<file path="config.mk">
export PLATFORM = sky130hd
export DESIGN_NAME = vl_pipe_arb_flat
export DESIGN_NICKNAME = d
export VERILOG_FILES = /design/src/rtl/vl_pipe_arb_if.sv /design/src/rtl/vl_pipe_arb.sv /design/src/flat_wrapper.sv
export SDC_FILE = /design/constraint.sdc
export NUM_CORES = 1
export LEC_CHECK = 0
export CAP_MARGIN = 20
export CORE_MARGIN = 10
export CORE_UTILIZATION = 41
export DETAILED_ROUTE_END_ITERATION = 10
export PLACE_DENSITY = 0.89
export SETUP_SLACK_MARGIN = 0.15
export SLEW_MARGIN = 20
export SYNTH_ARGS = -nofsm -noshare
export SYNTH_HDL_FRONTEND = slang
export SYNTH_SLANG_ARGS = --single-unit
</file>
<file path="constraint.sdc">
create_clock -name clk -period 2.4 [get_ports clk]
set_input_delay 0.6 -clock clk [delete_from_list [all_inputs] [get_ports clk]]
set_output_delay 0.6 -clock clk [all_outputs]
set_load 0.05 [all_outputs]
</file>
<file path="src/rtl/vl_pipe_arb_if.sv">
// vl_pipe_arb bundle: request, return, inflight and drain signals.
// The flush wire exists only when VL_PIPE_ARB_FLUSH_EN is defined.
interface vl_pipe_arb_if #(
  parameter int NREQ       = 4,
  parameter int PIPE_DEPTH = 2,
  parameter int PIPE_DW    = 8
);
  localparam int CW = $clog2(PIPE_DEPTH + 1);

  logic [NREQ-1:0]         req_valid;
  logic [NREQ*PIPE_DW-1:0] req_data;
  logic [NREQ-1:0]         req_ready;
  logic [NREQ-1:0]         rsp_valid;
  logic [PIPE_DW-1:0]      rsp_data;
  logic [CW-1:0]           inflight;
  logic                    drain_req;
  logic                    drained;
`ifdef VL_PIPE_ARB_FLUSH_EN
  logic                    flush;
`endif

  modport master (
`ifdef VL_PIPE_ARB_FLUSH_EN
    output flush,
`endif
    output req_valid,
    output req_data,
    output drain_req,
    input  req_ready,
    input  rsp_valid,
    input  rsp_data,
    input  inflight,
    input  drained
  );

  modport slave (
`ifdef VL_PIPE_ARB_FLUSH_EN
    input  flush,
`endif
    input  req_valid,
    input  req_data,
    input  drain_req,
    output req_ready,
    output rsp_valid,
    output rsp_data,
    output inflight,
    output drained
  );
endinterface

</file>
<file path="src/rtl/vl_pipe_arb.sv">
// Round-robin arbiter sharing one fixed-latency vl_pipe among NREQ requesters.
// Optional flush path enabled by defining VL_PIPE_ARB_FLUSH_EN.
module vl_pipe #(
  parameter int PIPE_DEPTH = 2,
  parameter int PIPE_DW    = 8
) (
  input  logic               clk,
  input  logic               reset_n,
  input  logic [PIPE_DW-1:0] din,
  output logic [PIPE_DW-1:0] dout
);
  logic [PIPE_DW-1:0] stage [PIPE_DEPTH];

  // plain delay line, cleared only by reset
  always_ff @(posedge clk or negedge reset_n) begin
    if (!reset_n) begin
      for (int i = 0; i < PIPE_DEPTH; i++) stage[i] <= '0;
    end else begin
      stage[0] <= din;
      for (int i = 1; i < PIPE_DEPTH; i++) stage[i] <= stage[i-1];
    end
  end

  assign dout = stage[PIPE_DEPTH-1];
endmodule

module vl_pipe_arb #(
  parameter int NREQ       = 4,
  parameter int PIPE_DEPTH = 2,
  parameter int PIPE_DW    = 8
) (
  input logic          clk,
  input logic          reset,
  vl_pipe_arb_if.slave bus
);
  localparam int IW = (NREQ > 1) ? $clog2(NREQ) : 1;
  localparam int CW = $clog2(PIPE_DEPTH + 1);

  typedef enum logic [1:0] {RUN, DRAIN, HALT} state_t;

  state_t             state;
  state_t             state_nx;
  logic [IW-1:0]      last;
  logic [IW-1:0]      cand;
  logic [IW-1:0]      hit_id;
  logic               hit;
  logic               issue_ok;
  logic               gnt;
  logic               retire;
  logic               flush_i;
  logic [NREQ-1:0]    ready;
  logic [NREQ-1:0]    rsp;
  logic [PIPE_DW-1:0] pipe_din;
  logic [PIPE_DW-1:0] pipe_dout;
  logic [PIPE_DEPTH-1:0] tag_v;
  logic [IW-1:0]      tag_id [PIPE_DEPTH];
  logic [CW-1:0]      inflight;

`ifdef VL_PIPE_ARB_FLUSH_EN
  assign flush_i = bus.flush;
`else
  assign flush_i = 1'b0;
`endif

  assign issue_ok = (state == RUN) & ~bus.drain_req & ~reset & ~flush_i;

  // first valid requester after the last grant, wrapping
  always_comb begin
    hit    = 1'b0;
    hit_id = '0;
    cand   = '0;
    for (int k = 1; k <= NREQ; k++) begin
      cand = IW'((int'(last) + k) % NREQ);
      if (!hit && bus.req_valid[cand]) begin
        hit    = 1'b1;
        hit_id = cand;
      end
    end
  end

  assign gnt = hit & issue_ok;

  // one-hot ready for the selected requester
  always_comb begin
    ready = '0;
    if (gnt) ready[hit_id] = 1'b1;
  end

  assign bus.req_ready = ready;
  assign pipe_din = gnt ? bus.req_data[hit_id*PIPE_DW +: PIPE_DW] : '0;

  // round-robin pointer follows each grant
  always_ff @(posedge clk or posedge reset) begin
    if (reset) last <= IW'(NREQ - 1);
    else if (gnt) last <= hit_id;
  end

  vl_pipe #(
    .PIPE_DEPTH(PIPE_DEPTH),
    .PIPE_DW   (PIPE_DW)
  ) u_pipe (
    .clk    (clk),
    .reset_n(~reset),
    .din    (pipe_din),
    .dout   (pipe_dout)
  );

  // valid/id tags move in lockstep with the pipe data
  always_ff @(posedge clk or posedge reset) begin
    if (reset) begin
      tag_v <= '0;
      for (int i = 0; i < PIPE_DEPTH; i++) tag_id[i] <= '0;
    end else begin
      if (flush_i) begin
        tag_v <= '0;
      end else begin
        tag_v[0] <= gnt;
        for (int i = 1; i < PIPE_DEPTH; i++) tag_v[i] <= tag_v[i-1];
      end
      tag_id[0] <= hit_id;
      for (int i = 1; i < PIPE_DEPTH; i++) tag_id[i] <= tag_id[i-1];
    end
  end

  assign retire = tag_v[PIPE_DEPTH-1];

  // route the return strobe back to the originator
  always_comb begin
    rsp = '0;
    if (retire) rsp[tag_id[PIPE_DEPTH-1]] = 1'b1;
  end

  assign bus.rsp_valid = rsp;
  assign bus.rsp_data  = pipe_dout;

  // words in the pipe; flush wins over a retire
  always_ff @(posedge clk or posedge reset) begin
    if (reset) inflight <= '0;
    else if (flush_i) inflight <= '0;
    else if (gnt && !retire) inflight <= inflight + CW'(1);
    else if (!gnt && retire) inflight <= inflight - CW'(1);
  end

  assign bus.inflight = inflight;

  // drain FSM state register
  always_ff @(posedge clk or posedge reset) begin
    if (reset) state <= RUN;
    else state <= state_nx;
  end

  // drain FSM transitions
  always_comb begin
    state_nx = state;
    unique case (state)
      RUN:     if (bus.drain_req) state_nx = DRAIN;
      DRAIN:   if (inflight == '0) state_nx = HALT;
      HALT:    if (!bus.drain_req) state_nx = RUN;
      default: state_nx = RUN;
    endcase
  end

  assign bus.drained = (state == HALT);
endmodule

</file>
<file path="src/flat_wrapper.sv">
// flat-port wrapper written by rule: the top's interface ports become plain ports
module vl_pipe_arb_flat 
#(
  parameter int NREQ       = 4,
  parameter int PIPE_DEPTH = 2,
  parameter int PIPE_DW    = 8
)
  (clk, reset, bus_req_valid, bus_req_data, bus_drain_req, bus_req_ready, bus_rsp_valid, bus_rsp_data, bus_inflight, bus_drained);
  vl_pipe_arb_if #(.NREQ(NREQ), .PIPE_DEPTH(PIPE_DEPTH), .PIPE_DW(PIPE_DW)) bus_i ();
  input logic clk;
  input logic reset;
  input wire logic [$bits(bus_i.req_valid)-1:0] bus_req_valid;
  input wire logic [$bits(bus_i.req_data)-1:0] bus_req_data;
  input wire logic [$bits(bus_i.drain_req)-1:0] bus_drain_req;
  output wire logic [$bits(bus_i.req_ready)-1:0] bus_req_ready;
  output wire logic [$bits(bus_i.rsp_valid)-1:0] bus_rsp_valid;
  output wire logic [$bits(bus_i.rsp_data)-1:0] bus_rsp_data;
  output wire logic [$bits(bus_i.inflight)-1:0] bus_inflight;
  output wire logic [$bits(bus_i.drained)-1:0] bus_drained;
  assign bus_i.req_valid = bus_req_valid;
  assign bus_i.req_data = bus_req_data;
  assign bus_i.drain_req = bus_drain_req;
  assign bus_req_ready = bus_i.req_ready;
  assign bus_rsp_valid = bus_i.rsp_valid;
  assign bus_rsp_data = bus_i.rsp_data;
  assign bus_inflight = bus_i.inflight;
  assign bus_drained = bus_i.drained;
  vl_pipe_arb #(.NREQ(NREQ), .PIPE_DEPTH(PIPE_DEPTH), .PIPE_DW(PIPE_DW)) u_core (.clk(clk), .reset(reset), .bus(bus_i));
endmodule
</file>
=== After elaboration in Yosys (flattened, before gate mapping) ===
Cells that the tools add are included.

* $add $sub $neg: 6
* $mul: 0
* Div/mod/pow operators: 0
* $lt $le $gt $ge: 8
* Eq/ne operators: 5
* Shift-type cells: 1
* Multiplexer cells: 29
* Bitwise operators: 5
* Reduce and logical (&&, ||, !) cells: 16

{| class="wikitable"
|+ Operators with widths
! cell !! number
|-
| variable part select 32 x 6 -> 8 bit || 1
|-
| < comparator 2 x 3 -> 1 bit (second input constant) || 6
|-
| two-way mux 2 bit || 9
|-
| two-way mux 1 bit || 10
|-
| binary-select mux 1 bit (select 2 bit) || 4
|-
| two-way mux 4 bit || 2
|-
| two-way mux 8 bit || 1
|-
| logical AND 1 bit || 7
|-
| adder 2 x 1 -> 2 bit (second input constant) || 3
|-
| case mux 2 bit (3 select lines) || 1
|-
| logical NOT 1 bit || 5
|-
| adder 2 bit (second input constant) || 2
|-
| demux 1 bit (select 2 bit) || 2
|-
| >= comparator 2 x 1 -> 1 bit (second input constant) || 2
|-
| logical NOT 2 bit || 2
|-
| != test 2 bit (second input constant) || 2
|-
| bitwise AND 1 bit || 3
|-
| AND reduction 3 bit || 1
|-
| == test 2 x 1 -> 1 bit (second input constant) || 1
|-
| == test 2 bit (second input constant) || 1
|-
| != test 2 x 1 -> 1 bit (second input constant) || 1
|-
| inverter 1 bit || 2
|-
| nonzero test 2 bit || 1
|-
| subtractor 2 x 1 -> 2 bit (second input constant) || 1
|}

* Flip-flop bits (word level): 28
* Bits in latches: 0
* Bits in writable memories: 0
* ROM bits: 0
* Output and inout bits: 19
* Memories kept: 0

=== Logic depth before layout (Yosys ltp) ===
Gate-level depths: netlist (run 1).

* Depth after elaboration: 18
* Depth in mapped cells: 7
* Gate-level depth less buffers: 7

=== Cells and area by module ===
From an unflattened synthesis (run 1), not the netlist that was laid out.

* Cells, all modules: 106
* Area, all modules: 1,290.0 µm²

{| class="wikitable"
|+ Modules (own cells, without submodules)
! module !! times used !! cells an instance !! area each (µm²)
|-
| vl_pipe_arb || 1 || 82 || 829.5
|-
| vl_pipe || 1 || 24 || 460.4
|}

=== Worst setup path after synthesis (run 1) ===
Ideal clock, no wire load.

* Path kind: input -> output
* From: input port bus_req_valid[3]
* To: output port bus_req_ready[0]
* Arrival: 1,971 ps
* Data required time: 1,800 ps
* Setup slack: -171 ps
* Stages on the path: 6
* Path through: nand2b_1 o21ai_0 a211oi_2 buf_4 inv_1 nor2_1

* Cells in the longest elaborated chain, start to end: 17
* Elaborated cells between the ends (all ways): 29
* Classes of those cells: 2 x order compare; 19 x mux; 1 x bitwise; 7 x reduce/logical

{| class="wikitable"
|+ RTL lines
! what !! line !! RTL
|-
| start: declaration || flat_wrapper.sv:12 || <nowiki>input wire logic [$bits(bus_i.req_valid)-1:0] bus_req_valid;</nowiki>
|-
| binary-select mux 1 bit (select 2 bit) || vl_pipe_arb.sv:74 || <nowiki>if (!hit && bus.req_valid[cand]) begin</nowiki>
|-
| two-way mux 1 bit (implied by the code) || vl_pipe_arb.sv:74 ||
|-
| two-way mux 1 bit || vl_pipe_arb.sv:74 ||
|-
| logical NOT 1 bit || vl_pipe_arb.sv:74 ||
|-
| logical AND 1 bit || vl_pipe_arb.sv:74 ||
|-
| two-way mux 1 bit || vl_pipe_arb.sv:74 ||
|-
| logical NOT 1 bit || vl_pipe_arb.sv:74 ||
|-
| logical AND 1 bit || vl_pipe_arb.sv:74 ||
|-
| [... 2 more ...] || - ||
|-
| logical AND 1 bit || vl_pipe_arb.sv:74 ||
|-
| two-way mux 2 bit (*) || vl_pipe_arb.sv:74 ||
|-
| net u_core.hit_id[0] || vl_pipe_arb.sv:45 || <nowiki>logic [IW-1:0] hit_id;</nowiki>
|-
| < comparator 2 x 3 -> 1 bit (implied by the code) or >= comparator 2 x 1 -> 1 bit (tied branches) || vl_pipe_arb.sv:86 || <nowiki>if (gnt) ready[hit_id] = 1'b1;</nowiki>
|-
| logical AND 1 bit (implied by the code) || vl_pipe_arb.sv:86 ||
|-
| two-way mux 1 bit (implied by the code) || vl_pipe_arb.sv:86 ||
|-
| demux 1 bit (select 2 bit) (*) || - ||
|-
| two-way mux 4 bit (*) || vl_pipe_arb.sv:86 ||
|-
| end: declaration || flat_wrapper.sv:15 || <nowiki>output wire logic [$bits(bus_i.req_ready)-1:0] bus_req_ready;</nowiki>
|}

Mark *: on every way through the listed nets, which the timed path passes. The rest lies on a longest branch. The select of a mux whose other input is x is not followed.

=== Worst setup path in the final report (run 1) ===
* From: register u_core.last[0]
* To: output port bus_req_ready[2]

* Cells in the longest elaborated chain, start to end: 18
* Elaborated cells between the ends (all ways): 33
* Classes of those cells: 4 x add/sub; 2 x order compare; 19 x mux; 1 x bitwise; 7 x reduce/logical

{| class="wikitable"
|+ RTL lines
! what !! line !! RTL
|-
| start: declaration || vl_pipe_arb.sv:43 || <nowiki>logic [IW-1:0] last;</nowiki>
|-
| start signal: assignment || vl_pipe_arb.sv:94 || <nowiki>if (reset) last <= IW'(NREQ - 1);</nowiki>
|-
| start signal: assignment || vl_pipe_arb.sv:95 || <nowiki>else if (gnt) last <= hit_id;</nowiki>
|-
| adder 2 x 1 -> 2 bit || vl_pipe_arb.sv:73 || <nowiki>cand = IW'((int'(last) + k) % NREQ);</nowiki>
|-
| binary-select mux 1 bit (select 2 bit) || vl_pipe_arb.sv:74 ||
|-
| two-way mux 1 bit (implied by the code) || vl_pipe_arb.sv:74 ||
|-
| two-way mux 1 bit || vl_pipe_arb.sv:74 ||
|-
| logical NOT 1 bit || vl_pipe_arb.sv:74 ||
|-
| logical AND 1 bit || vl_pipe_arb.sv:74 ||
|-
| two-way mux 1 bit || vl_pipe_arb.sv:74 ||
|-
| logical NOT 1 bit || vl_pipe_arb.sv:74 ||
|-
| [... 3 more ...] || - ||
|-
| logical AND 1 bit || vl_pipe_arb.sv:74 ||
|-
| two-way mux 2 bit (*) || vl_pipe_arb.sv:74 ||
|-
| net u_core.hit_id[1] || vl_pipe_arb.sv:45 ||
|-
| < comparator 2 x 3 -> 1 bit (implied by the code) or >= comparator 2 x 1 -> 1 bit (tied branches) || vl_pipe_arb.sv:86 ||
|-
| logical AND 1 bit (implied by the code) || vl_pipe_arb.sv:86 ||
|-
| two-way mux 1 bit (implied by the code) || vl_pipe_arb.sv:86 ||
|-
| demux 1 bit (select 2 bit) (*) || - ||
|-
| two-way mux 4 bit (*) || vl_pipe_arb.sv:86 ||
|}

Marks and branches as above.

==> Flow_metrics.wiki, run 1 <==
{| class="wikitable"
! Metric !! Value
|-
| Outcome || finished, violations left
|-
| Violations in the final reports || setup timing
|-
| Maximum buffer depth of the clock tree || 2
|-
| Share of Yosys cell area claimed by the top area cell type || 0.5010
|-
| Critical Path Source Type || register
|-
| Syn Inst Count || 109
|-
| Area growth from synthesis to layout || 67.15%
|-
| Most used flip-flop cell after synthesis || dfrtp_1
|-
| Power after layout || between 1.5 and 2 mW
|-
| Post-Synthesis Cell Area || about 1300 um2
|-
| CTS tree || done
|-
| Effective utilization at floorplan || 0.4254
|-
| Post-Syn Nets || 149
|-
| Critical path arrival || around 1800 ps
|-
| Instance count on the critical path || 6
|-
| CTS H-Tree Depth || 1
|-
| Min-delay worst type || register to register
|-
| Initial DRC count || 26
|-
| Number of flops mapped to enable cells by yosys || 0
|-
| Number of synthesized register bits || 28
|-
| Internal power consumption || 1.226 mW
|-
| Residual DRC count || 0
|-
| IO Port Bufs || 57
|-
| Wire length of the first global-routing pass || 6.154 mm
|-
| Gr usage total || 0.1283
|-
| Largest net degree at the start of global routing || 29
|-
| Global route overflow || 0
|-
| Top-level I/O count || 58
|-
| Post-DR wirelength/cell || 17.72 um
|-
| Total power density per cell area || 916.3 nW/um2
|-
| Number of global-route vias before repair || 1239
|-
| Setup repair after global routing missed its margin || yes
|-
| Combinational cell fraction of total power || 0.492
|-
| CTS Hold Buffers Added || 0
|-
| Sequential share of the synthesized area || 0.5414
|-
| Mux contribution to synthesized area || 0.1233
|-
| Slowest cell on crit path || dfstp_2
|-
| Most common cell after layout, fill and taps aside || clkdlybuf4s50_1
|-
| Cell accounting for the most synthesized area || dfrtp_1
|-
| First-pass detailed-route iteration total || 4
|-
| Number of synthesis warnings || 0
|-
| Net Sw Frac || 0.3838
|-
| Cells along the critical path || nand2b_4 > o22ai_2 > a31oi_4 > nand2_4 > nor2_4 > buf_12
|-
| RePlAce Congestion || 0.7585
|-
| Clock period minus final worst setup slack || 2437 ps
|-
| Total clock sinks || 28
|-
| Timing-limited maximum frequency || 410.4 MHz
|-
| Critical path buffers and inverters || 1
|-
| Final setup margin || -36.51 ps
|-
| HPWL reported at the end of detailed placement || ~2.7 mm
|-
| Setup TNS || -82.60 ps
|-
| Peak supply drop || 0.4837 mV
|-
| Leading cell types in the layout, fill and taps excluded || clkdlybuf4s50_1, dfrtp_1, buf_4
|-
| Synth Area in Compound Gates || 0.1127
|-
| Post-Synth XOR/XNOR Area || 0.02023
|-
| Reg2Reg Depth || 7
|-
| Total number of nets in the final design || 221
|-
| Largest fanout on the critical path || 3
|-
| Final-report max-slew violation count || 0
|-
| Worst slew pin tran || 511.9 ps
|-
| Slew headroom || 0.6576
|-
| Y dimension of the die || 76.28 um
|-
| Largest family of logic cells by synthesized area || multiplexers
|-
| Ys async rst share || 1.000
|-
| Initial antenna violation count || 0
|-
| N_diodes || 0
|-
| Data required time of the critical path || 1800 ps
|-
| Site row count || 20
|-
| Switching power summed over all nets || 0.7634 mW
|-
| Skew-Pair Late Insertion Delay || 330 ps
|-
| Worst Path Class, Setup || register to output port
|-
| Final-report hold violation count || 0
|-
| Via count normalized by instance count || 4.813
|-
| Number of vias after detailed routing || 1078
|-
| Adder-Cell Fraction of Synth Area || 0.009634
|-
| Post-Syn Area per Cell || 11.92 um2
|-
| Period Utilization, post-route || 1.015
|-
| Slack of the worst reg-to-reg path || 380 ps
|-
| P_leak || 1.005 nW
|-
| Root cell of the clock tree || clkbuf_4
|-
| Die footprint || ~5800 um2
|-
| Finish-stage setup viols || 3
|-
| Min-Delay Path Depth || 0
|-
| Core region area || 3053 um2
|-
| Hold WS || 357.0 ps
|-
| Post-synth cell types || 27
|-
| Layout cell share with drive strength beyond 1 || 0.3444
|-
| Worst path top cell family by delay || flip-flops
|-
| Synthesized-area fraction occupied by and/or/nand/nor cells || 0.1031
|-
| Die width || between 70 and 80 um
|-
| Share of power burned in registers || 0.355
|-
| Number of maximum-capacitance constraint violations || 0
|-
| Clock skew after layout || roughly 9.0 ps
|-
| Remaining antenna violation count || 0
|-
| CP peak stage delay || just under 600 ps
|-
| Crit path capture type || output port
|-
| Clock share of power || 0.153
|-
| Final WL || 3.969 mm
|-
| Number of CTS-inserted buffers || 3
|-
| Clk pin slew, worst setup/hold paths || roughly 150 ps
|-
| Ranking of synthesized cells by area || dfrtp_1, mux2i_1, buf_4, o22ai_2, dfstp_2
|}
-- worst register-to-register path, cell delays in order, from the launching register on --
cell and delay (ps):
dfstp_2 590, nand2b_4 160, o21ai_4 70, a211oi_4 250, buf_4 170, buf_4 270, mux2i_1 290, o22ai_2 110
-- cell families after synthesis --
group / Yosys count
muxes: 16
buffers and inverters: 17
DFF: 28
adders and majority gates: 1
and+or+nand+nor: 27
xor gates and xnor gates: 3
AOI/OAI and AO/OA: 17
-- routing by layer --
| metal | up-vias | global-route usage | routed length (um) |
|---|---|---|---|
| met2 | 46 | 0.2398 | 2105 |
| li1 | 509 | - | - |
| met5 | - | 0 | 0 |
| met4 | 0 | 0.06134 | 91 |
| met1 | 515 | 0.1304 | 1553 |
| met3 | 8 | 0.02948 | 219 |
-- path summary, 6_finish.rpt --
| path | from | end |
|---|---|---|
| max in group asynchronous | reset | u_core.last[1] |
| setup reg to reg | u_core.last[0] | u_core.u_pipe.stage[8] |
| setup / recovery | u_core.last[0] | bus_req_ready[2] |
| hold reg to reg | u_core.tag_id[3] | u_core.tag_id[1] |
| min in group asynchronous | reset | u_core.u_pipe.stage[14] |
| hold / removal | u_core.tag_id[3] | u_core.tag_id[1] |
-- area by class of cell --
cell class	count	area [um2]
clock buffers	3	22.52
repair buffers	79	737.0
multi-input cells	64	603.1
inverters	5	18.77
well taps	44	55.05
flip-flops and latches	28	704.4
fillers	226	882.1
clock inverters	1	30.03
-- through the flow --
| step | instances | util | instance area, um2 | worst slack (ps) |
|---|---|---|---|---|
| floorplan | 109 | - | 1309 | 22.23 |
| global placement | 209 | 0.6352 | 1939 | -273.5 |
| detailed placement | 209 | 0.6352 | 1939 | -317.0 |
| CTS | 222 | 0.7025 | 2145 | 25.09 |
| global route | 224 | 0.7111 | 2171 | -95.40 |
| finish | 224 | 0.7111 | 2171 | -36.51 |
-- cell usage after synthesis, types with 2 or more instances --
cell / instances
dfrtp_1: 26
inv_1: 4
buf_4: 10
o22ai_1: 4
buf_6: 2
dfstp_2: 2
nand2b_1: 4
o22ai_2: 5
mux2i_1: 16
o21ai_0: 3
nor3_1: 2
nor2_1: 9
nand2_1: 7
xor2_1: 2
-- sequential cells by signal, summed over array words and instances, names as in the netlist --
signal and cells:
u_core.tag_id 4, u_core.u_pipe.stage 8, u_core.tag_v 2, u_core.u_pipe.dout 8, u_core.bus.inflight 2, u_core.state 2
u_core.last 2
-- what timing repair did --
item                       4_1_cts  5_1_grt
resized for setup               44        4
setup buffers                    9        2
pin swaps                        8        3
setup endpoints to repair       12        6
-- power groups by stage --
| stage | combinational, mW | clock, mW | sequential [mW] |
|---|---|---|---|
| CTS | 0.936 | 0.303 | 0.703 |
| global route | 1.03 | 0.324 | 0.718 |
| floorplan | 0.501 | 0 | 0.736 |
| detailed placement | 0.802 | 0 | 0.704 |
| global placement | 0.780 | 0 | 0.689 |
| finish | 0.979 | 0.304 | 0.707 |
No activity file was read; power rests on OpenSTA's default activity.
==> run 2, diff against run 1 <==
CORE_UTILIZATION = 37   (was 41)
PLACE_DENSITY = 0.85   (was 0.89)
clock period = 2.16 ns   (was 2.4 ns; I/O delays follow)
==> Flow_metrics.wiki, run 2 (synthesis gave the netlist of run 1 again) <==
{| class="wikitable"
! Metric !! Value
|-
| Critical path arrival || 1810 ps (was 1840 ps)
|-
| Period Utilization, post-route || 1.089
|-
| Core region area || 3363 um2 (was 3053 um2)
|-
| End of the worst register-to-register path || u_core.u_pipe.stage[14] (was u_core.u_pipe.stage[8])
|-
| Initial antenna violation count || 0 (unchanged)
|-
| Layout cell share with drive strength beyond 1 || 0.3757 (was 0.3444)
|-
| Total number of nets in the final design || 222 (was 221)
|-
| Combinational cell fraction of total power || 0.484 (was 0.492)
|-
| Total clock sinks || 28 (unchanged)
|-
| Final setup margin || -192.8 ps (was -36.51 ps)
|-
| Min-Delay Path Depth || 0 (unchanged)
|-
| R2R Path Start || u_core.last[0] (unchanged)
|-
| Min-delay worst type || register to register (unchanged)
|-
| CP peak stage delay || 580 ps (was 590 ps)
|-
| Worst slew pin tran || 515.8 ps (was 511.9 ps)
|-
| Effective utilization at floorplan || 0.3862 (was 0.4254)
|-
| CTS Hold Buffers Added || 0 (unchanged)
|-
| Maximum buffer depth of the clock tree || 2 (unchanged)
|-
| Number of vias after detailed routing || 1064 (was 1078)
|-
| Via count normalized by instance count || 4.687 (was 4.813)
|-
| N_diodes || 0 (unchanged)
|-
| Net Sw Frac || 0.3834 (was 0.3838)
|-
| Peak supply drop || 0.6735 mV (was 0.4837 mV)
|-
| Setup repair after global routing missed its margin || yes (unchanged)
|-
| Crit path capture type || output port (unchanged)
|-
| Timing-limited maximum frequency || 425.0 MHz
|-
| CTS tree || done (unchanged)
|-
| Largest net degree at the start of global routing || 25 (was 29)
|-
| Slack of the worst reg-to-reg path || 240 ps (was 380 ps)
|-
| Violations in the final reports || setup timing (unchanged)
|-
| Switching power summed over all nets || 0.8330 mW (was 0.7634 mW)
|-
| Worst Path Class, Setup || register to output port (unchanged)
|-
| HPWL reported at the end of detailed placement || 2.795 mm (was 2.728 mm)
|-
| DP Cell Count || 214 (was 209)
|-
| Top-level I/O count || 58 (unchanged)
|-
| Global route overflow || 0 (unchanged)
|-
| Largest fanout on the critical path || 3 (unchanged)
|-
| Wire length of the first global-routing pass || 5.940 mm (was 6.154 mm)
|-
| Area growth from synthesis to layout || 68.88% (was 67.15%)
|-
| Residual DRC count || 0 (unchanged)
|-
| Remaining antenna violation count || 0 (unchanged)
|-
| Skew-Pair Late Insertion Delay || 320 ps (was 330 ps)
|-
| Leading cell types in the layout, fill and taps excluded || clkdlybuf4s50_1, buf_4, dfrtp_1 (was clkdlybuf4s50_1, dfrtp_1, buf_4)
|-
| Final-report hold violation count || 0 (unchanged)
|-
| Post-DR wirelength/cell || 16.52 um (was 17.72 um)
|-
| Clock skew after layout || 8.433 ps (was 9.037 ps)
|-
| Final WL || 3.751 mm (was 3.969 mm)
|-
| Most repeated library cell on the critical path || nand2b_4
|-
| Total power density per cell area || 990.6 nW/um2 (was 916.3 nW/um2)
|-
| Critical Path Source Type || register (unchanged)
|-
| Y dimension of the die || 79.25 um (was 76.28 um)
|-
| Outcome || finished, violations left (unchanged)
|-
| Hold Startpoint || u_core.u_pipe.stage[14] (was u_core.tag_id[3])
|-
| Number of maximum-capacitance constraint violations || 0 (unchanged)
|-
| P_leak || 1.056 nW (was 1.005 nW)
|-
| Initial DRC count || 36 (was 26)
|-
| Most common cell after layout, fill and taps aside || clkdlybuf4s50_1 (unchanged)
|-
| Clk pin slew, worst setup/hold paths || 140 ps (was 150 ps)
|-
| Gr usage total || 0.1167 (was 0.1283)
|-
| Hold WS || 366.4 ps (was 357.0 ps)
|-
| RePlAce Congestion || 0.7434 (was 0.7585)
|-
| Data required time of the critical path || 1620 ps (was 1800 ps)
|-
| Final instance count without filler cells || 227 (was 224)
|-
| Slew headroom || 0.6575 (was 0.6576)
|-
| CTS H-Tree Depth || 1 (unchanged)
|-
| Die footprint || 6280 um2 (was 5819 um2)
|-
| Worst path top cell family by delay || flip-flops (unchanged)
|-
| Cells along the critical path || nand2b_4 > o22ai_2 > a31oi_4 > nand2b_4 > nor2_4 > buf_8 (was nand2b_4 > o22ai_2 > a31oi_4 > nand2_4 > nor2_4 > buf_12)
|-
| Finish-stage setup viols || 4 (was 3)
|-
| Slowest cell on crit path || dfstp_2 (unchanged)
|-
| Min-Delay Endpoint || u_core.u_pipe.dout[6] (was u_core.tag_id[1])
|-
| Number of global-route vias before repair || 1249 (was 1239)
|-
| IO Port Bufs || 57 (unchanged)
|-
| Share of power burned in registers || 0.364 (was 0.355)
|-
| Number of CTS-inserted buffers || 3 (unchanged)
|-
| First-pass detailed-route iteration total || 4 (unchanged)
|-
| Root cell of the clock tree || clkbuf_4 (unchanged)
|-
| Critical path buffers and inverters || 1 (unchanged)
|-
| Internal power consumption || 1.340 mW (was 1.226 mW)
|-
| Final-report max-slew violation count || 0 (unchanged)
|-
| Reg2Reg Depth || 7 (unchanged)
|-
| Site row count || 21 (was 20)
|-
| Clock share of power || 0.151 (was 0.153)
|-
| Clock period minus final worst setup slack || about 2400 ps
|-
| Die width || 79.25 um (was 76.28 um)
|}
-- run 2: worst reg2reg max path: cells and delay by family (launching register included) --
| family | cells | cell delay [ps] |
|---|---|---|
| muxes | 1 | 250 |
| and+or+nand+nor | 1 | 150 |
| AOI/OAI and AO/OA | 3 | 420 |
| buffers and inverters | 2 | 390 |
| DFF | 1 | 580 |
-- run 2: worst max-delay path by stage --
stage,cells past startpoint,start,endpoint
floorplan,6,bus_drain_req,bus_req_ready[0]
global placement,8,bus_req_valid[1],bus_req_ready[0]
detailed placement,6,bus_req_valid[3],bus_req_ready[0]
CTS,7,u_core.last[0],bus_req_ready[2]
global route,7,u_core.last[0],bus_req_ready[2]
finish,6,u_core.last[0],bus_req_ready[0]
-- run 2: per-layer routing --
metal  GRT usage  routed length (um)  vias up
met4     0.05197                  76        0
met3     0.04054                 284        4
met5           0                   0        -
met2      0.2047                1950       45
met1      0.1233                1440      504
li1            -                   -      511
-- run 2: layout make-up --
class	instances	area [um2]
clock buffers	3	22.52
repair buffers	80	734.5
multi-input cells	64	620.6
inverters	5	23.77
fillers	273	1170
well taps	46	57.56
clock inverters	1	30.03
flip-flops and latches	28	704.4
-- run 2: power by group through the flow --
stage | combinational (mW) | clock (mW) | sequential [mW]
6_report | 1.05 | 0.329 | 0.791
5_1_grt | 1.11 | 0.359 | 0.813
3_3_place_gp | 0.913 | 0 | 0.774
4_1_cts | 1.03 | 0.332 | 0.788
3_5_place_dp | 0.940 | 0 | 0.785
2_1_floorplan | 0.607 | 0 | 0.824
-- run 2: per-stage QoR --
step	instance area, um2	util	worst slack (ps)	TNS, ps	total power, mW
floorplan	1366	-	123.4	0	1.431
global placement	1983	0.5897	-464.2	-4857	1.687
detailed placement	1983	0.5897	-573.8	-6353	1.725
CTS	2173	0.6462	-155.8	-550.8	2.146
global route	2193	0.6522	-236.7	-932.0	2.283
finish	2193	0.6522	-192.8	-723.4	2.173
-- run 2: repair_timing --
item,4_1_cts,5_1_grt
resized for setup,37,9
gates cloned,0,0
setup buffers,7,2
pin swaps,5,8
setup endpoints to repair,21,11
==> run 3, diff against run 2 <==
ABC_AREA = 1   (was unset)
CAP_MARGIN = 25   (was 20)
CORE_UTILIZATION = 40   (was 37)
==> Flow_metrics.wiki, run 3 <==
{| class="wikitable"
! Metric !! Value
|-
| Outcome || finished, violations left (unchanged)
|-
| Violations in the final reports || setup timing (unchanged)
|-
| Core region area || 4000 um2 (was 3363 um2)
|-
| Worst Path Class, Setup || register to output port (unchanged)
|-
| Clk pin slew, worst setup/hold paths || 90 ps (was 140 ps)
|-
| FF/Latch Area || 703.2 um2 (was 704.4 um2)
|-
| Hold Startpoint || u_core.tag_id[3] (was u_core.u_pipe.stage[14])
|-
| Final-report hold violation count || 0 (unchanged)
|-
| Layout cell share with drive strength beyond 1 || 0.3422 (was 0.3757)
|-
| Ranking of synthesized cells by area || dfrtp_1, nand2_1, nand3_1, nand4_1, nand2_2 (was dfrtp_1, mux2i_1, buf_4, o22ai_2, dfstp_2)
|-
| Initial DRC count || 75 (was 36)
|-
| Root cell of the clock tree || clkbuf_8 (was clkbuf_4)
|-
| Final WL || 4.331 mm (was 3.751 mm)
|-
| Period Utilization, post-route || 1.232 (was 1.089)
|-
| Total number of nets in the final design || 304 (was 222)
|-
| Share of Yosys cell area claimed by the top area cell type || 0.3942 (was 0.5010)
|-
| Number of flops mapped to enable cells by yosys || 0 (unchanged)
|-
| Synth cell count leaders || nand2_1, dfrtp_1, nand3_1, nor2_1, nand4_1 (was dfrtp_1, mux2i_1, buf_4, nor2_1, nand2_1)
|-
| Post-Synthesis Cell Area || 1650 um2 (was 1299 um2)
|-
| HPWL reported at the end of detailed placement || 3.372 mm (was 2.795 mm)
|-
| Post-synth cell types || 29 (was 27)
|-
| Worst slew pin tran || 508.1 ps (was 515.8 ps)
|-
| Clock skew after layout || 2.276 ps (was 8.433 ps)
|-
| Via count normalized by instance count || 4.875 (was 4.687)
|-
| Peak supply drop || 0.7544 mV (was 0.6735 mV)
|-
| Setup TNS || -2725 ps (was -723.4 ps)
|-
| Syn Inst Count || 196 (was 109)
|-
| Post-Synth XOR/XNOR Area || 0.01061 (was 0.02023)
|-
| Number of synthesized register bits || 28 (unchanged)
|-
| Skew-Pair Late Insertion Delay || 270 ps (was 320 ps)
|-
| Min-Delay Endpoint || u_core.tag_id[1] (was u_core.u_pipe.dout[6])
|-
| IO Port Bufs || 57 (unchanged)
|-
| Post-Syn Area per Cell || 8.420 um2 (was 11.92 um2)
|-
| Min-delay worst type || register to register (unchanged)
|-
| Clock share of power || 0.073 (was 0.151)
|-
| Die width || 84.23 um (was 79.25 um)
|-
| First-pass detailed-route iteration total || 4 (unchanged)
|-
| Largest fanout on the critical path || 6 (was 3)
|-
| Mux contribution to synthesized area || 0 (was 0.1233)
|-
| Total power density per cell area || 1671 nW/um2 (was 990.6 nW/um2)
|-
| Number of maximum-capacitance constraint violations || 0 (unchanged)
|-
| Slowest cell on crit path || dfstp_2 (unchanged)
|-
| CP peak stage delay || 620 ps (was 580 ps)
|-
| Power after layout || 4.291 mW (was 2.173 mW)
|-
| Residual DRC count || 0 (unchanged)
|-
| Largest family of logic cells by synthesized area || simple AND/OR/NAND/NOR gates (was multiplexers)
|-
| RePlAce Congestion || 0.8536 (was 0.7434)
|-
| Switching power summed over all nets || 2.215 mW (was 0.8330 mW)
|-
| Utilization of the core after routing || 0.6419 (was 0.6522)
|-
| Adder-Cell Fraction of Synth Area || 0.007582 (was 0.009634)
|-
| Synthesized-area fraction occupied by and/or/nand/nor cells || 0.4155 (was 0.1031)
|-
| Critical path arrival || 2120 ps (was 1810 ps)
|-
| Combinational cell fraction of total power || 0.729 (was 0.484)
|-
| Cell accounting for the most synthesized area || dfrtp_1 (unchanged)
|-
| Global route overflow || 0 (unchanged)
|-
| Gr usage total || 0.1160 (was 0.1167)
|-
| Finish-stage setup viols || 14 (was 4)
|-
| Wire length of the first global-routing pass || 7.051 mm (was 5.940 mm)
|-
| Most used flip-flop cell after synthesis || dfrtp_1 (unchanged)
|-
| Top-level I/O count || 58 (unchanged)
|-
| Leading cell types in the layout, fill and taps excluded || clkdlybuf4s50_1, nand2_1, dfrtp_1 (was clkdlybuf4s50_1, buf_4, dfrtp_1)
|-
| P_leak || 1.217 nW (was 1.056 nW)
|-
| Share of power burned in registers || 0.198 (was 0.364)
|-
| Slew headroom || 0.6602 (was 0.6575)
|-
| Post-DR wirelength/cell || 13.84 um (was 16.52 um)
|-
| Sequential share of the synthesized area || 0.4261 (was 0.5414)
|-
| Multi-input combinational cell area || 914.6 um2 (was 620.6 um2)
|-
| Timing-limited maximum frequency || 375.7 MHz (was 425.0 MHz)
|-
| CTS Hold Buffers Added || 0 (unchanged)
|-
| Internal power consumption || 2.076 mW (was 1.340 mW)
|-
| Effective utilization at floorplan || 0.4126 (was 0.3862)
|-
| Die footprint || 7095 um2 (was 6280 um2)
|-
| R2R Path Start || u_core.last[0] (unchanged)
|-
| Maximum buffer depth of the clock tree || 2 (unchanged)
|-
| Crit path capture type || output port (unchanged)
|-
| CTS H-Tree Depth || 1 (unchanged)
|-
| Count leader, synth || nand2_1 (was dfrtp_1)
|-
| Setup repair after global routing missed its margin || yes (unchanged)
|-
| Worst setup slack after placement || -572.0 ps (was -573.8 ps)
|-
| Area growth from synthesis to layout || 55.57% (was 68.88%)
|-
| Number of global-route vias before repair || 1522 (was 1249)
|-
| Reg2Reg Depth || 14 (was 7)
|-
| Site row count || 23 (was 21)
|-
| CTS tree || done (unchanged)
|-
| Largest net degree at the start of global routing || 29 (was 25)
|-
| Final setup margin || -501.6 ps (was -192.8 ps)
|-
| Data required time of the critical path || 1620 ps (about the same)
|-
| Synth Area in Compound Gates || 0.02502 (was 0.1127)
|-
| Net Sw Frac || 0.5162 (was 0.3834)
|-
| Number of CTS-inserted buffers || 3 (unchanged)
|-
| Most common cell after layout, fill and taps aside || clkdlybuf4s50_1 (unchanged)
|-
| N_diodes || 0 (unchanged)
|-
| Clock period minus final worst setup slack || 2662 ps (was 2353 ps)
|-
| Final-report max-slew violation count || 0 (unchanged)
|-
| Critical Path Source Type || register (unchanged)
|-
| Min-Delay Path Depth || 0 (unchanged)
|-
| Ys async rst share || 1.000 (unchanged)
|-
| Remaining antenna violation count || 0 (unchanged)
|-
| End of the worst register-to-register path || u_core.bus.inflight[1] (was u_core.u_pipe.stage[14])
|-
| Total clock sinks || 28 (unchanged)
|-
| Number of synthesis warnings || 0 (unchanged)
|-
| Slack of the worst reg-to-reg path || -160 ps (was 240 ps)
|-
| Initial antenna violation count || 0 (unchanged)
|-
| Cells along the critical path || buf_4 > nand2_1 > nand2_4 > nand2_2 > nand2_4 > nor2_4 > nand3_4 > nand3_4 > buf_4 > nor3_4 > buf_12 (was nand2b_4 > o22ai_2 > a31oi_4 > nand2b_4 > nor2_4 > buf_8)
|-
| Hold WS || 352.9 ps (was 366.4 ps)
|-
| Y dimension of the die || 84.23 um (was 79.25 um)
|-
| Fill cell count || 314 (was 273)
|-
| Number of vias after detailed routing || 1526 (was 1064)
|-
| Post-Syn Nets || 236 (was 149)
|}
[run 3: cell count changes in the layout (fill, tap and decap cells not counted), sizes merged, moves of 9 or more]
| cell | delta |
|---|---|
| nand3 | +23 |
| nand2 | +50 |
| clkdlybuf4s50 | +10 |
| o22ai | -9 |
| nor2 | +13 |
| mux2i | -16 |
| nand4 | +17 |
[run 3: worst max-delay path by stage]
stage	startpoint	cells past startpoint	to
after CTS	u_core.last[0]	12	bus_req_ready[1]
after detailed placement	bus_req_valid[3]	11	bus_req_ready[1]
after global placement	bus_req_valid[3]	11	bus_req_ready[1]
after global routing	u_core.last[0]	12	bus_req_ready[1]
final	u_core.last[0]	11	bus_req_ready[2]
after floorplan	u_core.last[1]	13	bus_req_ready[1]
[run 3: kinds of logic (layout without fill, tap and decap cells)]
group                      Yosys count  after routing
AOI/OAI and AO/OA                    7              7
DFF                                 28             28
xor gates and xnor gates             2              2
and+or+nand+nor                    127            127
buffers and inverters               31             98
adders and majority gates            1              1
[run 3: metrics by stage]
stage,cell area (um2),std cells
2_1_floorplan,1743,196
3_3_place_gp,2377,305
3_5_place_dp,2377,305
4_1_cts,2507,310
5_1_grt,2567,313
6_report,2567,313
[run 3: worst max-delay path: cells and delay by family (launching register included)]
| family | cells | cell delay [ps] |
|---|---|---|
| flip-flops | 1 | 620 |
| AND/OR/NAND/NOR | 8 | 770 |
| buffers and inverters | 3 | 460 |
[run 3: layer usage]
layer | vias to the layer above | GRT usage | wire (um)
met5 | - | 0 | 0
met4 | 0 | 0.04718 | 75
met3 | 6 | 0.03092 | 258
met1 | 705 | 0.1337 | 1764
li1 | 772 | - | -
met2 | 43 | 0.1978 | 2232
[run 3: timing repair]
item                       4_1_cts  5_1_grt
pin swaps                       19        9
buffers inserted                 1        3
setup endpoints to repair       15       14
resized for setup               26       10
[run 3: power groups by stage]
stage / registers (mW) / logic (mW) / clock network, mW
after global placement: 0.851 / 2.75 / 0
after global routing: 0.874 / 3.43 / 0.338
final: 0.852 / 3.13 / 0.312
after detailed placement: 0.862 / 2.80 / 0
after floorplan: 0.888 / 2.20 / 0
after CTS: 0.852 / 3.00 / 0.325
[run 3: area by class of cell]
class	instances	area share
clock buffers	4	0.02144
flip-flops and latches	28	0.2739
inverters	15	0.02632
multi-input cells	137	0.3562
well taps	50	0.02437
repair buffers	79	0.2978
